===== src/rtl/axi4_pkg.sv =====
// ---------------------------------------------------------------------------
// axi4_pkg
// Shared AXI4 beat layouts, payload widths and NoC channel codes for the
// flit packer. Field order within each struct is MSB first, as it appears on
// the packed payload ports.
// ---------------------------------------------------------------------------
package axi4_pkg;

    // Channel codes carried in every flit header.
    localparam logic [2:0] CHANNEL_AW = 3'b001;
    localparam logic [2:0] CHANNEL_W  = 3'b011;
    localparam logic [2:0] CHANNEL_AR = 3'b010;

    localparam logic [1:0] BURST_FIXED = 2'b00;
    localparam logic [1:0] BURST_INCR  = 2'b01;
    localparam logic [1:0] BURST_WRAP  = 2'b10;

    typedef struct packed {
        logic [7:0]  id;
        logic [31:0] addr;
        logic [7:0]  len;
        logic [2:0]  size;
        logic [1:0]  burst;
        logic [7:0]  user;
    } axi_aw_t;

    typedef struct packed {
        logic [63:0] data;
        logic [7:0]  strb;
        logic        last;
        logic [7:0]  user;
    } axi_w_t;

    typedef struct packed {
        logic [7:0]  id;
        logic [31:0] addr;
        logic [7:0]  len;
        logic [2:0]  size;
        logic [1:0]  burst;
        logic [7:0]  user;
    } axi_ar_t;

    localparam int AW_PAYLOAD_W = $bits(axi_aw_t);  // 61
    localparam int W_PAYLOAD_W  = $bits(axi_w_t);   // 81
    localparam int AR_PAYLOAD_W = $bits(axi_ar_t);  // 61

    typedef enum logic {
        ST_IDLE = 1'b0,
        ST_SEND = 1'b1
    } pk_state_e;

    // Number of flits needed to carry payload_w bits, flit_w bits per flit.
    function automatic int flit_count(input int payload_w, input int flit_w);
        return (payload_w + flit_w - 1) / flit_w;
    endfunction

endpackage


===== src/rtl/axi4_rr_arb3.sv =====
// ---------------------------------------------------------------------------
// axi4_rr_arb3
// Three-request round-robin arbiter. Priority starts at the pointer and walks
// 0 -> 1 -> 2 -> 0. The pointer moves past the winner only when advance is
// high and something was granted.
//   clk, rst  : clock, synchronous active-high reset (pointer -> 0)
//   req[2:0]  : requests (bit0 = AW, bit1 = W, bit2 = AR)
//   advance   : accept the current grant and rotate priority
//   grant[2:0]: one-hot grant, combinational from req and pointer
// ---------------------------------------------------------------------------
module axi4_rr_arb3 (
    input  logic       clk,
    input  logic       rst,
    input  logic [2:0] req,
    input  logic       advance,
    output logic [2:0] grant
);

    logic [1:0] ptr_q, ptr_d;
    logic [1:0] cand;
    logic [1:0] win;
    logic       found;

    function automatic logic [1:0] next_idx(input logic [1:0] idx);
        return (idx == 2'd2) ? 2'd0 : idx + 2'd1;
    endfunction

    always_comb begin
        // NOTE: every combinational output gets a default first so no path
        // leaves a signal unassigned, which is what would infer a latch.
        grant = '0;
        found = 1'b0;
        win   = ptr_q;
        cand  = ptr_q;
        ptr_d = ptr_q;
        // NOTE: blocking assignments here on purpose: cand/found are scratch
        // variables that must update within the same evaluation of the loop.
        for (int k = 0; k < 3; k++) begin
            if (!found && req[cand]) begin
                found = 1'b1;
                win   = cand;
            end
            cand = next_idx(cand);
        end
        if (found) begin
            grant[win] = 1'b1;
        end
        if (advance && found) begin
            ptr_d = next_idx(win);
        end
    end

    always_ff @(posedge clk) begin
        if (rst) begin
            ptr_q <= 2'd0;
        end else begin
            ptr_q <= ptr_d;
        end
    end

endmodule


===== src/rtl/axi4_flit_packer.sv =====
// ---------------------------------------------------------------------------
// axi4_flit_packer
// NoC injection block for an AXI4 master. Accepts AW, W and AR beats,
// round-robin arbitrates between them and serialises each beat into
// ceil(payload/FLIT_DATA_WIDTH) flits, LSB slice first.
//   clk, rst                 : clock, synchronous active-high reset
//   {aw,w,ar}_valid/_ready   : AXI4 beat handshakes
//   {aw,w,ar}_payload        : packed beats (see axi4_pkg structs)
//   flit_valid/flit_ready    : router-side handshake
//   flit_data                : {tail, channel[2:0], data slice}
//   flit_tail                : copy of flit_data MSB
// ---------------------------------------------------------------------------
module axi4_flit_packer
    import axi4_pkg::*;
#(
    parameter int         FLIT_DATA_WIDTH = 32,
    parameter logic [2:0] CHANNEL_MASK    = 3'b111
) (
    input  logic                       clk,
    input  logic                       rst,
    input  logic                       aw_valid,
    output logic                       aw_ready,
    input  logic [AW_PAYLOAD_W-1:0]    aw_payload,
    input  logic                       w_valid,
    output logic                       w_ready,
    input  logic [W_PAYLOAD_W-1:0]     w_payload,
    input  logic                       ar_valid,
    output logic                       ar_ready,
    input  logic [AR_PAYLOAD_W-1:0]    ar_payload,
    output logic                       flit_valid,
    input  logic                       flit_ready,
    output logic [FLIT_DATA_WIDTH+3:0] flit_data,
    output logic                       flit_tail
);

    localparam int AW_NFLITS  = flit_count(AW_PAYLOAD_W, FLIT_DATA_WIDTH);
    localparam int W_NFLITS   = flit_count(W_PAYLOAD_W, FLIT_DATA_WIDTH);
    localparam int AR_NFLITS  = flit_count(AR_PAYLOAD_W, FLIT_DATA_WIDTH);
    localparam int AW_W_MAX   = (AW_NFLITS > W_NFLITS) ? AW_NFLITS : W_NFLITS;
    localparam int MAX_NFLITS = (AW_W_MAX > AR_NFLITS) ? AW_W_MAX : AR_NFLITS;
    localparam int CNT_W      = $clog2(MAX_NFLITS) + 1;
    localparam int BUF_W      = MAX_NFLITS * FLIT_DATA_WIDTH;

    pk_state_e          state_q, state_d;
    logic [CNT_W-1:0]   cnt_q, cnt_d;
    logic [2:0]         chan_q, chan_d;
    logic [BUF_W-1:0]   buf_q, buf_d;

    logic [2:0] req;
    logic [2:0] grant;
    logic       last_flit;
    logic       hs;
    logic       load;

    assign req        = {ar_valid, w_valid, aw_valid} & CHANNEL_MASK;
    assign flit_valid = (state_q == ST_SEND);
    assign last_flit  = (cnt_q == '0);
    assign hs         = flit_valid & flit_ready;
    // A new beat may be taken when empty, or as the final flit leaves, which
    // is what lets packets run back to back without a bubble.
    assign load       = (state_q == ST_IDLE) | (hs & last_flit);

    axi4_rr_arb3 u_arb (
        .clk     (clk),
        .rst     (rst),
        .req     (req),
        .advance (load & ~rst),
        .grant   (grant)
    );

    assign aw_ready = load & ~rst & grant[0];
    assign w_ready  = load & ~rst & grant[1];
    assign ar_ready = load & ~rst & grant[2];

    // Data/header are forced to zero while idle so the bus is clean outside
    // packets, including straight after reset.
    assign flit_data = flit_valid ? {last_flit, chan_q, buf_q[FLIT_DATA_WIDTH-1:0]} : '0;
    assign flit_tail = flit_data[FLIT_DATA_WIDTH+3];

    always_comb begin
        state_d = state_q;
        cnt_d   = cnt_q;
        chan_d  = chan_q;
        buf_d   = buf_q;
        if (load) begin
            if (grant[0]) begin
                state_d = ST_SEND;
                chan_d  = CHANNEL_AW;
                cnt_d   = CNT_W'(AW_NFLITS - 1);
                buf_d   = BUF_W'(aw_payload);
            end else if (grant[1]) begin
                state_d = ST_SEND;
                chan_d  = CHANNEL_W;
                cnt_d   = CNT_W'(W_NFLITS - 1);
                buf_d   = BUF_W'(w_payload);
            end else if (grant[2]) begin
                state_d = ST_SEND;
                chan_d  = CHANNEL_AR;
                cnt_d   = CNT_W'(AR_NFLITS - 1);
                buf_d   = BUF_W'(ar_payload);
            end else begin
                state_d = ST_IDLE;
            end
        end else if (hs) begin
            buf_d = buf_q >> FLIT_DATA_WIDTH;
            cnt_d = cnt_q - CNT_W'(1);
        end
    end

    always_ff @(posedge clk) begin
        if (rst) begin
            state_q <= ST_IDLE;
            cnt_q   <= '0;
            chan_q  <= '0;
        end else begin
            state_q <= state_d;
            cnt_q   <= cnt_d;
            chan_q  <= chan_d;
        end
    end

    // NOTE: the shift buffer is a datapath store and is deliberately not
    // reset; it is only observed through flit_data, which is gated by
    // flit_valid, and every packet reloads it before use.
    always_ff @(posedge clk) begin
        buf_q <= buf_d;
    end

endmodule


===== config.mk =====
export PLATFORM = sky130hd
export DESIGN_NAME = axi4_flit_packer
export DESIGN_NICKNAME = d
export VERILOG_FILES = /design/src/rtl/axi4_pkg.sv /design/src/rtl/axi4_rr_arb3.sv /design/src/rtl/axi4_flit_packer.sv
export SDC_FILE = /design/constraint.sdc
export NUM_CORES = 1
export LEC_CHECK = 0
export CAP_MARGIN = 40
export CORE_ASPECT_RATIO = 2
export CORE_MARGIN = 1
export CORE_UTILIZATION = 44
export DETAILED_ROUTE_END_ITERATION = 6
export HOLD_SLACK_MARGIN = 0.08
export PLACE_DENSITY = 0.87
export SLEW_MARGIN = 20
export SYNTH_ARGS = -nofsm -noshare
export SYNTH_HDL_FRONTEND = slang
export SYNTH_SLANG_ARGS = --single-unit

===== constraint.sdc =====
create_clock -name clk -period 6.1 [get_ports clk]
set_input_delay 1.22 -clock clk [delete_from_list [all_inputs] [get_ports clk]]
set_output_delay 1.22 -clock clk [all_outputs]
set_load 0.01 [all_outputs]

# After elaboration in Yosys (flattened, before gate mapping)

Index checks and enable logic that the tools add are counted.

Register bits after elaboration: 105
Latch bits: 0
Bits in writable memories: 0
Bits in read-only memories: 0
Bits of input ports: 209
Output and inout port bits: 41
Logic and storage cells: 72
Memories: 0

$add $sub $neg: 4
Multiply operators: 0
Div/mod/pow operators: 0
Magnitude comparators: 5
Eq/ne operators: 4
Shifts and indexed selects: 0
Muxes and demuxes: 34
Bitwise logic cells: 9
Reduce and logical (&&, ||, !) cells: 11

Operators by type and width:

| operator            | count |
|---|---|
| $mux 96             | 5 |
| $mux 36             | 1 |
| $mux 3              | 9 |
| $lt 2x3->1 const B  | 4 |
| $mux 1              | 10 |
| $mux 2              | 5 |
| $add 2x1->2 const B | 3 |
| $and 1x1->1         | 6 |
| $bmux 1 s2          | 3 |
| $eq 2x2->1 const B  | 3 |
| $logic_and 1x1->1   | 4 |
| $ne 4x4->1 const B  | 1 |
| $reduce_and 2->1    | 2 |
| $logic_not 3->1     | 1 |
| $reduce_bool 3->1   | 1 |
| $sub 3x1->3 const B | 1 |
| $demux 1 s2         | 1 |
| $ge 2x1->1 const B  | 1 |
| $logic_not 1->1     | 2 |
| $not 1->1           | 2 |
| $reduce_bool 2->1   | 1 |
| $or 1x1->1          | 1 |

# Longest topological paths before layout

Depth in word-level cells: 18
Mapped depth: 9

# Modules after synthesis

Synthesis repeated with hierarchy kept, for this count alone.

Cells, all modules: 478
Area, all modules: 5,346.4 um^2

By module, submodules not included:

| module           | times used | cells each | area each (um^2) | sequential area each (um^2) |
|---|---|---|---|---|
| axi4_flit_packer | 1          | 451        | 5,147.4          | 2,552.4 |
| axi4_rr_arb3     | 1          | 27         | 198.9            | 40.0 |

# Worst setup path after synthesis

No wires, ideal clock.

Path kind: input -> register
Start point: in flit_ready
End point: reg buf_q[0], enable pin
Setup time: 0.455 ns
Arrival time: 3.693 ns
Setup slack: 1.951 ns
Stages on the path: 2
Cell sequence: a21boi_1 -> o31a_1

Longest elaborated chain between the ends: 5
Elaborated cells between the ends (all ways): 6

RTL lines:

| what                                                      | line                    | source |
|---|---|---|
| start, declared                                           | axi4_flit_packer.sv:31  | `input logic flit_ready,` |
| $and 1x1->1 (*)                                           | axi4_flit_packer.sv:58  | `assign hs = flit_valid & flit_ready;` |
| $and 1x1->1                                               | axi4_flit_packer.sv:61  | `assign load = (state_q == ST_IDLE) \| (hs & last_flit);` |
| $or 1x1->1                                                | axi4_flit_packer.sv:61  |  |
| $ne 4x4->1 (no line) or $reduce_bool 2->1 (tied branches) | n/a                     |  |
| $reduce_and 2->1 (no line) (*)                            | n/a                     |  |
| end signal, assigned                                      | axi4_flit_packer.sv:126 | `buf_q <= buf_d;` |
| end, declared                                             | axi4_flit_packer.sv:47  | `logic [BUF_W-1:0] buf_q, buf_d;` |

Every way passes the cells marked *; elsewhere a longest branch is shown, timed or not.
A chain may end at the register's enable or synchronous reset.

# Worst setup path in the final report

Start point: in w_valid
End point: out aw_ready

Longest elaborated chain between the ends: 15
Elaborated cells between the ends (all ways): 22

RTL lines:

| what                                                           | line                   | source |
|---|---|---|
| start, declared                                                | axi4_flit_packer.sv:24 | `input logic w_valid,` |
| $bmux 1 s2                                                     | axi4_rr_arb3.sv:39     | `if (!found && req[cand]) begin` |
| $mux 1 (not written as such)                                   | axi4_rr_arb3.sv:39     |  |
| $mux 1                                                         | axi4_rr_arb3.sv:39     |  |
| $logic_not 1->1                                                | axi4_rr_arb3.sv:39     |  |
| $logic_and 1x1->1                                              | axi4_rr_arb3.sv:39     |  |
| $mux 1                                                         | axi4_rr_arb3.sv:39     |  |
| $logic_not 1->1                                                | axi4_rr_arb3.sv:39     |  |
| $logic_and 1x1->1                                              | axi4_rr_arb3.sv:39     |  |
| $mux 2                                                         | axi4_rr_arb3.sv:39     |  |
| $lt 2x3->1 (not written as such) or $ge 2x1->1 (tied branches) | axi4_rr_arb3.sv:46     | `grant[win] = 1'b1;` |
| $logic_and 1x1->1 (not written as such)                        | axi4_rr_arb3.sv:46     |  |
| $mux 1 (not written as such)                                   | axi4_rr_arb3.sv:46     |  |
| $demux 1 s2                                                    | n/a                    |  |
| $mux 3 (*)                                                     | axi4_rr_arb3.sv:45     | `if (found) begin` |
| $and 1x1->1 (*)                                                | axi4_flit_packer.sv:71 | `assign aw_ready = load & ~rst & grant[0];` |
| end, declared                                                  | axi4_flit_packer.sv:22 | `output logic aw_ready,` |

Every way passes the cells marked *; elsewhere a longest branch is shown, timed or not. The select of a mux whose other input is x is not followed.

==> results.toml <==
[run_status]
status = "finished clean"

[drt]
drc = 0
drt_first_pass_iters = 6
wl_met1_mm = 5.84
post_drt_wl_per_cell_um = 19.2
drt-vias-per-instance = 5.81
route.met3.wl_mm = 1.06
finalWirelength_mm = 16.4
drt_iter0_markers = 410
top_layer = "met4"
num_vias = 4965
met2WireLength_mm = 8.81
drtAntennaViolNets = 0

[floorplan]
die_h_um = 152
start_util_pct = 45.1
die-area_um2 = 11700
fp.dieW_um = 76.9
rows = 54
boundaryPins = 250
core_um2 = 10900

[cts]
root_buffer = "clkbuf_16"
clock_sinks = 89
cts-htree-levels = 3
ctsHoldBuffers = 0
cts_tree = "built"
numCtsBuffers = 9
clk_latency_ps = 340
post_cts_buffers = 0
cts_buffer_depth = 2
cts-resized-gates = 0
cts.reportedPaths.clkPinSlew_ps = 60

[min_path]
worstHoldPathCells = 2
hold_end = "chan_q[1]"
hp-class = "register to register"
worstHoldStart = "chan_q[1]"

[power_and_ir_drop]
p_clk_share_pct = 29.1
p_comb_share_pct = 27.2
pwr-share-seq_pct = 43.7
vdd_drop_max_v = 0.000180
p_per_area_nw_per_um2 = 238
switching_share_pct = 26.1
p_leak_nw = 2.80
cell_internal_pwr_mw = 1.36
p_switching_uw = 480

[critical_path]
timing.rr.end = "buf_q[18]"
crit_family = "buffers and inverters"
reg2reg_slack_ps = 3250
crit_buf_inv = 2
cp-start-kind = "input pin"
cp_common_cell = "clkdlybuf4s50_1"
end_kind = "output port"
path_class = "input pin to output port"
path_cells = "clkdlybuf4s50_1 -> nor2_1 -> o211ai_1 -> nor3_1 -> clkdlybuf4s50_1"
slowest_delay_ps = 710
worst-r2r-cell-count = 7
slowest_stage = "o211ai_1"
crit_fanout = 13
worstPathArrival_ps = 3290
critPathRequiredTime_ps = 4880
r2r_start = "cnt_q[0]"

[logic_synthesis]
yosys.area.top_type = "edfxtp_1"
ys_async_sr_fraction_pct = 0
synth_cell_types = 42
synth_ff_type = "edfxtp_1"
synth.top_cell.area_share_pct = 49.3
yosysMostFrequentCell = "edfxtp_1"
avgSynthCellArea_um2 = 10.0
ys_seq_elements = 89
yosys-top-cells-area = "edfxtp_1, a21oi_1, a31oi_1, a22oi_1, and2_1"
synth_edf_count = 81
syn_area_um2 = 4940
synth_commonest_cells = "edfxtp_1, a21oi_1, nor2_1"
synthCells = 493
synth_nets = 704
yosysSeqAreaShare_pct = 52.5
yosysWarnings = 0

[cells_and_area]
nets = 920
drive_gt1_share_pct = 4.48
area_delta_synth_final_pct = 56.4

[timing]
finClkSkew_ps = 6.92
slew_headroom_pct = 41.9
setup_tns_ps = 0
period_share_pct = 74.0
setup_viol = 0
fmax_ghz = 0.222
period_needed_ps = 4510
tightest_slew_ps = 868
hold_viol_final = 0
grt_setup_unrepaired = "false"
slew_viol_final = 0
whs_ps = 475

[placement]
routabilityCongestion = 0.894
dpl.hpwl_mm = 11.9
port_buffers = 248

[grt]
grt_pass1_wl_mm = 24.9
grt_max_degree = 89
overflow = 0
grt_pass1_vias = 4777
antenna_found_initial = 1
track_usage_pct = 27.5

[job]
max_cap_violations = 0
tightest hold or removal path, delay by kind of cell, from the launching register on:
family,cells,cell delay (ps)
AO/OA/AOI/OAI,1,50
buffers and inverters,1,60
flip-flops,1,310
worst max-delay path by stage:
stage / start / endpoint / slack (ps) / cells past startpoint
after floorplan: flit_ready / buf_q[0] / 1950 / 2
after global placement: w_valid / aw_ready / 1740 / 5
after detailed placement: w_valid / aw_ready / 1670 / 5
after CTS: w_valid / aw_ready / 1670 / 5
after global routing: w_valid / aw_ready / 1510 / 5
final: w_valid / aw_ready / 1590 / 5
power by group through the flow:
| stage | combinational [mW] | sequential [mW] | clock (mW) |
|---|---|---|---|
| after global routing | 0.538 | 0.812 | 0.562 |
| after global placement | 0.475 | 0.815 | 0 |
| final | 0.500 | 0.804 | 0.535 |
| after floorplan | 0.248 | 0.809 | 0 |
| after detailed placement | 0.496 | 0.817 | 0 |
| after CTS | 0.499 | 0.805 | 0.542 |
routing by layer:
| layer | GRT usage (%) | vias to the layer above |
|---|---|---|
| met5 | 0 | - |
| met4 | 13.8 | 0 |
| met3 | 4.26 | 49 |
| met2 | 49.4 | 284 |
| met1 | 30.9 | 2314 |
| li1 | - | 2318 |
final cells by class:
class / count / area (um2)
Antenna cell: 1 / 2.50
Clock buffer: 10 / 229
Clock inverter: 6 / 58.8
Fill cell: 851 / 3220
Inverter: 5 / 18.8
Multi-Input combinational cell: 346 / 2060
Sequential cell: 89 / 2590
Tap cell: 140 / 175
Timing Repair Buffer: 258 / 2590
state kept, by name, summed over array words and instances (netlist names):
register	cells
u_arb.ptr_q	2
cnt_q	3
flit_valid	1
buf_q	81
chan_q	2
cells in the final DEF, fill, tap and decap left out, types with 2 or more instances in the layout:
cell type / netlist / final
dfxtp_1: 8 / 8
clkdlybuf4s50_1: 0 / 248
edfxtp_1: 81 / 81
a32oi_1: 15 / 15
buf_12: 0 / 2
and3_1: 20 / 20
a31oi_1: 47 / 47
inv_1: 5 / 5
nand2b_1: 3 / 3
clkbuf_16: 0 / 9
o21ai_0: 26 / 26
nand3b_1: 3 / 3
ha_1: 2 / 2
and2_1: 36 / 35
clkinv_1: 0 / 2
a22oi_1: 36 / 36
nand2_1: 2 / 2
a21oi_1: 80 / 80
buf_4: 2 / 7
nor2_1: 55 / 55
per-stage QoR:
step                      cells  utilization (%)  total power, mW  worst slack (ps)  cell area [um2]
after floorplan             493                -             1.06              1950             4940
after global placement      835             67.5             1.29              1740             7390
after detailed placement    838             67.9             1.31              1670             7430
after CTS                   854             70.5             1.85              1670             7720
after global routing        855             70.6             1.91              1510             7720
final                       855             70.6             1.84              1590             7720
cell families (layout without fill, tap and decap cells):
| group | after synthesis | after routing | synth area share (%) |
|---|---|---|---|
| buffers and inverters | 58 | 279 | 6.46 |
| AND/OR/NAND/NOR | 125 | 125 | 13.1 |
| adder cells (fa/ha/maj) | 2 | 2 | 0.507 |
| other | 1 | 2 | 0.0759 |
| AO/OA/AOI/OAI | 218 | 218 | 27.4 |
| flip-flops | 89 | 89 | 52.5 |
Power figures use the tool's default switching activity.
